===== src/rtl/seq_booth_multiplier.sv =====
// seq_booth_multiplier: sequential Booth multiplier, signed/unsigned per operation, valid/ready on both sides
// Optional feature macro: BOOTH_RADIX4_EN (radix-4 modified Booth, ITER = N/2+1; default radix-2, ITER = N+1)
// Ports:
//   clk, rst_n            clock, asynchronous active-low reset
//   in_valid / in_ready   operand handshake (accepted in IDLE only)
//   in_signed             1: two's complement operands, 0: unsigned
//   multiplicand [N-1:0]  operand A
//   multiplier   [N-1:0]  operand B (recoded operand)
//   out_valid / out_ready result handshake
//   product [2N-1:0]      exact A*B, held until the next completion
module seq_booth_multiplier #(
    parameter int N = 32
) (
    input  logic           clk,
    input  logic           rst_n,
    input  logic           in_valid,
    output logic           in_ready,
    input  logic           in_signed,
    input  logic [N-1:0]   multiplicand,
    input  logic [N-1:0]   multiplier,
    output logic           out_valid,
    input  logic           out_ready,
    output logic [2*N-1:0] product
);
    // Operands are extended to N+2 bits so unsigned values become positive signed values;
    // one extra accumulator bit absorbs +-2A without overflow.
    localparam int W  = N + 2;
    localparam int AW = N + 3;
    localparam int CW = $clog2(N + 2);
`ifdef BOOTH_RADIX4_EN
    localparam int ITER = N / 2 + 1;
`else
    localparam int ITER = N + 1;
`endif
    typedef enum logic [1:0] {IDLE, CALC, DONE} state_t;
    state_t state, state_nxt;
    logic [W-1:0]         a, q;
    logic                 q_1, q_1_nxt;
    logic signed [AW-1:0] acc, a_x, sum;
    logic [AW+W-1:0]      shifted;
    logic [2*N-1:0]       res;
    logic [CW-1:0]        cnt;

    assign a_x = {a[W-1], a};

`ifdef BOOTH_RADIX4_EN
    always_comb begin
        case ({q[1:0], q_1})
            3'b001, 3'b010: sum = acc + a_x;
            3'b011:         sum = acc + (a_x <<< 1);
            3'b100:         sum = acc - (a_x <<< 1);
            3'b101, 3'b110: sum = acc - a_x;
            default:        sum = acc;
        endcase
        shifted = $signed({sum, q}) >>> 2;
        q_1_nxt = q[1];
    end
    // All N+2 recoded bits have been consumed, so the product sits at the bottom.
    assign res = shifted[2*N-1:0];
`else
    always_comb begin
        sum     = (q[0] == q_1) ? acc : (q[0] ? acc - a_x : acc + a_x);
        shifted = $signed({sum, q}) >>> 1;
        q_1_nxt = q[0];
    end
    // N+1 steps leave the unused top extension bit of Q in bit 0.
    assign res = shifted[2*N:1];
`endif

    always_ff @(posedge clk or negedge rst_n) begin
        if (!rst_n) state <= IDLE;
        else        state <= state_nxt;
    end

    always_comb begin
        state_nxt = state;
        in_ready  = 1'b0;
        out_valid = 1'b0;
        case (state)
            IDLE: begin
                in_ready = 1'b1;
                if (in_valid) state_nxt = CALC;
            end
            CALC: if (cnt == CW'(1)) state_nxt = DONE;
            DONE: begin
                out_valid = 1'b1;
                if (out_ready) state_nxt = IDLE;
            end
            default: state_nxt = IDLE;
        endcase
    end

    always_ff @(posedge clk or negedge rst_n) begin
        if (!rst_n) begin
            a       <= '0;
            q       <= '0;
            q_1     <= 1'b0;
            acc     <= '0;
            cnt     <= '0;
            product <= '0;
        end else if (state == IDLE && in_valid) begin
            a   <= in_signed ? {{2{multiplicand[N-1]}}, multiplicand} : {2'b00, multiplicand};
            q   <= in_signed ? {{2{multiplier[N-1]}}, multiplier} : {2'b00, multiplier};
            q_1 <= 1'b0;
            acc <= '0;
            cnt <= CW'(ITER);
        end else if (state == CALC) begin
            acc <= shifted[AW+W-1:W];
            q   <= shifted[W-1:0];
            q_1 <= q_1_nxt;
            cnt <= cnt - CW'(1);
            if (cnt == CW'(1)) product <= res;
        end
    end
endmodule


===== config.mk =====
export PLATFORM = sky130hd
export DESIGN_NAME = seq_booth_multiplier
export DESIGN_NICKNAME = d
export VERILOG_FILES = /design/src/rtl/seq_booth_multiplier.sv
export SDC_FILE = /design/constraint.sdc
export NUM_CORES = 1
export LEC_CHECK = 0
export ABC_AREA = 1
export CAP_MARGIN = 20
export CORE_MARGIN = 2
export CORE_UTILIZATION = 46
export CTS_BUF_LIST = sky130_fd_sc_hd__clkbuf_4
export CTS_CLUSTER_SIZE = 30
export DETAILED_ROUTE_END_ITERATION = 10
export PLACE_DENSITY = 0.74
export RECOVER_POWER = 50
export SLEW_MARGIN = 20
export SYNTH_ARGS = -nofsm -noshare
export SYNTH_HDL_FRONTEND = slang
export SYNTH_SLANG_ARGS = --single-unit

===== constraint.sdc =====
create_clock -name clk -period 3.25 [get_ports clk]
set_input_delay 0.325 -clock clk [delete_from_list [all_inputs] [get_ports clk]]
set_output_delay 0.325 -clock clk [all_outputs]
set_load 0.01 [all_outputs]

==> reports/results.md <==
- data arrival time at the worst-slack endpoint: 3.72 ns
- nets: 1,850
- number of top-level pins: 135
- final wirelength: 34,190 um
- number of flip-flops and latches in the synthesized netlist: 174
- remaining design rule violation count: 0
- total die area: 0.02513 mm^2
- Final Cycle Share: 0.9756
- number of nets with antenna violations after routing: 0
- min Tclk post-route: 3.171 ns
- Clock Tree Buf Depth: 2
- share of the synthesized area in the top cell type: 0.3965
- Worst setup EP type: flip-flop
- total via count after detailed routing: 10,690
- measured slew at the worst slew-check pin: 1.487 ns
- number of DRC markers in iteration 0: 780
- kind of launch point of the worst setup path: flip-flop
- Port Buffer Count: 134
- share of the yosys chip area belonging to registers: 0.3965
- setup skew after layout: 0.04227 ns
- path type of the worst setup path: reg2reg
- synth warn: 0
- multi-input logic area: 0.006248 mm^2
- Skew-Pair Late Insertion Delay: 0.64 ns
- vias in the first global route: 10,060
- Min-Delay Path Class: in2reg
- H-tree level count: 4
- TritonCTS sink count: 174
- tightest slew margin relative to the limit: 0.008505
- final hold violation count: 0
- last weighted congestion value of the routability-driven placer: 0.9335
- CTS tree: yes
- Max-Cap Viols: 1
- detailed-routing iteration count for the pre-antenna-repair pass: 7
- initial antenna violation count: 1
- placeable core region: 0.02347 mm^2
- register clock-pin slew on the reported worst setup and hold paths: 0.20 ns
- CTS root buf: sky130_fd_sc_hd__clkbuf_4
- Storage cell area: 0.004360 mm^2
- CP required: 3.80 ns
- Mapped Nets: 1,658
- GRT Residual Overflow: 0
- cell area after synthesis: 0.01098 mm^2
- Die Height: 158.5 um
- fraction of final layout cells with drive strength greater than 1: 0.1817
- initial core utilization: 0.4679
- violations in the final reports: capacitance limit
- met3 Use GR: 0.03647
- primary flip-flop cell chosen by synthesis mapping: sky130_fd_sc_hd__dfrtp_1
- Syn-to-layout area delta: 29.80%
- overall global routing resource usage: 0.2759
- number of buffers created by CTS: 17
- GRT busiest layer: met2
- number of core rows: 56
- maximum fanout along the worst path: 4
- async set-reset flop share out of synthesis: 1.000
- GRT met1 Usage: 0.4030
- number of distinct library cell variants in the gate-level netlist after synthesis: 46
- biggest area consumer among synthesized cells: sky130_fd_sc_hd__dfrtp_1
- Vias/cell: 5.151
- final slew viol count: 0
- placed wire-length estimate after detailed placement: 25,150 um
- Max Fclk: 0.3154 GHz
- unrepaired setup endpoints after global routing: true
- Post-Syn Area per Cell: 7.080 um^2
- Final setup viols: 0
- average wire per standard cell: 16.47 um
- outcome: finished with violations
- GR met2 Demand/Resource: 0.4389
- FILL cells: 2,139
- Die W: 158.5 um
- worst slack on hold paths: 0.2002 ns
- Post-synth EDFFs: 0
- global-route wire length before repair: 53,190 um
- cell types occupying the most area after synthesis: sky130_fd_sc_hd__dfrtp_1, sky130_fd_sc_hd__nand2_1, sky130_fd_sc_hd__inv_1, sky130_fd_sc_hd__o21ai_0, sky130_fd_sc_hd__nand3_1
- maximum number of pins on one net before global-route repair: 106
- gate count after technology mapping: 1,551
[synthesized netlist by cell type, types with 6 or more instances]
cell type,instances
sky130_fd_sc_hd__dfrtp_1,174
sky130_fd_sc_hd__ha_1,37
sky130_fd_sc_hd__nor2_1,79
sky130_fd_sc_hd__inv_2,11
sky130_fd_sc_hd__buf_2,11
sky130_fd_sc_hd__nand2_2,18
sky130_fd_sc_hd__nor2_2,11
sky130_fd_sc_hd__or2_1,11
sky130_fd_sc_hd__nand4_1,7
sky130_fd_sc_hd__a21oi_1,35
sky130_fd_sc_hd__nand3_2,10
sky130_fd_sc_hd__xor2_1,29
sky130_fd_sc_hd__and2_1,6
sky130_fd_sc_hd__o21ai_0,150
sky130_fd_sc_hd__inv_1,225
sky130_fd_sc_hd__clkbuf_1,24
sky130_fd_sc_hd__o21ai_1,58
sky130_fd_sc_hd__nand3_1,100
sky130_fd_sc_hd__o21bai_1,7
sky130_fd_sc_hd__nand2_1,480
sky130_fd_sc_hd__buf_6,6
[path summary, 6_finish.rpt]
check	from	endpoint	slack (ns)	depth (start not counted)
worst max-delay path	a[1]$_DFFE_PN0P_	acc[32]$_DFFE_PN0P_	0.08	22
min in group asynchronous	rst_n	product[19]$_DFFE_PN0P_	0.53	2
max in group asynchronous	rst_n	acc[2]$_DFFE_PN0P_	0.51	3
worst min-delay path	multiplicand[28]	a[28]$_DFFE_PN0P_	0.20	3
worst max register to register	a[1]$_DFFE_PN0P_	acc[32]$_DFFE_PN0P_	0.08	22
worst min register to register	product[55]$_DFFE_PN0P_	product[55]$_DFFE_PN0P_	0.50	2
[logic make-up after synthesis]
logic type / Yosys count / synth area share
simple gates: 746 / 0.2951
flops: 174 / 0.3965
buf+inv: 286 / 0.1057
xor+xnor: 34 / 0.02712
fa+ha+maj: 38 / 0.04398
compound gates: 273 / 0.1316
[area by class of cell]
class | instances | share of cell area
Antenna cell | 1 | 0.0001755
Clock buffer | 17 | 0.008953
Clock inverter | 15 | 0.01606
Inverter | 236 | 0.06214
Multi-Input combinational cell | 1091 | 0.4383
Sequential cell | 174 | 0.3059
Tap cell | 319 | 0.02800
Timing Repair Buffer | 223 | 0.1404
[layout by cell type (no fill, tap or decap), types with 18 or more instances in the layout]
master,n
sky130_fd_sc_hd__nor2_1,60
sky130_fd_sc_hd__nand2_1,452
sky130_fd_sc_hd__buf_4,81
sky130_fd_sc_hd__nand2_2,41
sky130_fd_sc_hd__nor2_2,20
sky130_fd_sc_hd__nand3_2,25
sky130_fd_sc_hd__a21oi_1,19
sky130_fd_sc_hd__dfrtp_1,169
sky130_fd_sc_hd__o21ai_0,144
sky130_fd_sc_hd__clkdlybuf4s50_1,133
sky130_fd_sc_hd__xor2_1,24
sky130_fd_sc_hd__nand3_1,84
sky130_fd_sc_hd__ha_4,20
sky130_fd_sc_hd__o21ai_1,62
sky130_fd_sc_hd__inv_2,18
sky130_fd_sc_hd__inv_1,218
[critical path: stages, from the launching register on]
cell                       delay [ns]
sky130_fd_sc_hd__dfrtp_1         0.44
sky130_fd_sc_hd__inv_2           0.10
sky130_fd_sc_hd__ha_4            0.16
sky130_fd_sc_hd__nand2_4         0.07
sky130_fd_sc_hd__nor2_4          0.16
sky130_fd_sc_hd__nand2_4         0.08
sky130_fd_sc_hd__inv_2           0.07
sky130_fd_sc_hd__nand2_4         0.06
sky130_fd_sc_hd__o21ai_4         0.16
sky130_fd_sc_hd__buf_6           0.11
sky130_fd_sc_hd__o211ai_1        0.09
sky130_fd_sc_hd__xor2_1          0.21
sky130_fd_sc_hd__ha_1            0.40
sky130_fd_sc_hd__inv_2           0.06
sky130_fd_sc_hd__o21ai_1         0.27
sky130_fd_sc_hd__nor2_2          0.08
sky130_fd_sc_hd__nand2_1         0.08
sky130_fd_sc_hd__a21oi_2         0.03
sky130_fd_sc_hd__buf_4           0.14
sky130_fd_sc_hd__nand3_1         0.07
sky130_fd_sc_hd__nand3_1         0.08
sky130_fd_sc_hd__nand2_1         0.11
sky130_fd_sc_hd__nand2_1         0.05
[state kept, by name (all words and copies together) (netlist names)]
| signal | cells |
|---|---|
| q | 34 |
| cnt | 6 |
| product | 64 |
| state | 2 |
| a | 33 |
| acc | 34 |
| q_1 | 1 |
[stage by stage]
stage | setup TNS [ns] | instances | util | cell area [um^2] | setup WS [ns]
finish | 0 | 2076 | 0.6073 | 14250 | 0.07914
global route | -2.672 | 2076 | 0.6073 | 14250 | -0.1185
CTS | -0.009819 | 2064 | 0.5748 | 13490 | -0.004977
detailed placement | -1.333 | 2027 | 0.5542 | 13010 | -0.2113
global placement | -1.159 | 2027 | 0.5542 | 13010 | -0.2492
floorplan | 0 | 1551 | - | 10980 | 0.5353
[layer usage]
layer | wire (um) | share of wire
met5 | 0 | 0
met1 | 15990 | 0.47
met3 | 1909 | 0.056
met4 | 564 | 0.016
met2 | 15720 | 0.46
[repair_timing]
action                                 in CTS  in global routing
buffers inserted                            4                 12
hold buffers                                1                  0
gates resized for setup                    18                160
endpoints found under the hold margin      56                  0
pin swaps                                   6                 40
setup endpoints to repair                  28                 49
cloned                                      0                  0
Power is not shown: default switching activity piles up to over one toggle a cycle in this logic, so the estimate is an artifact.
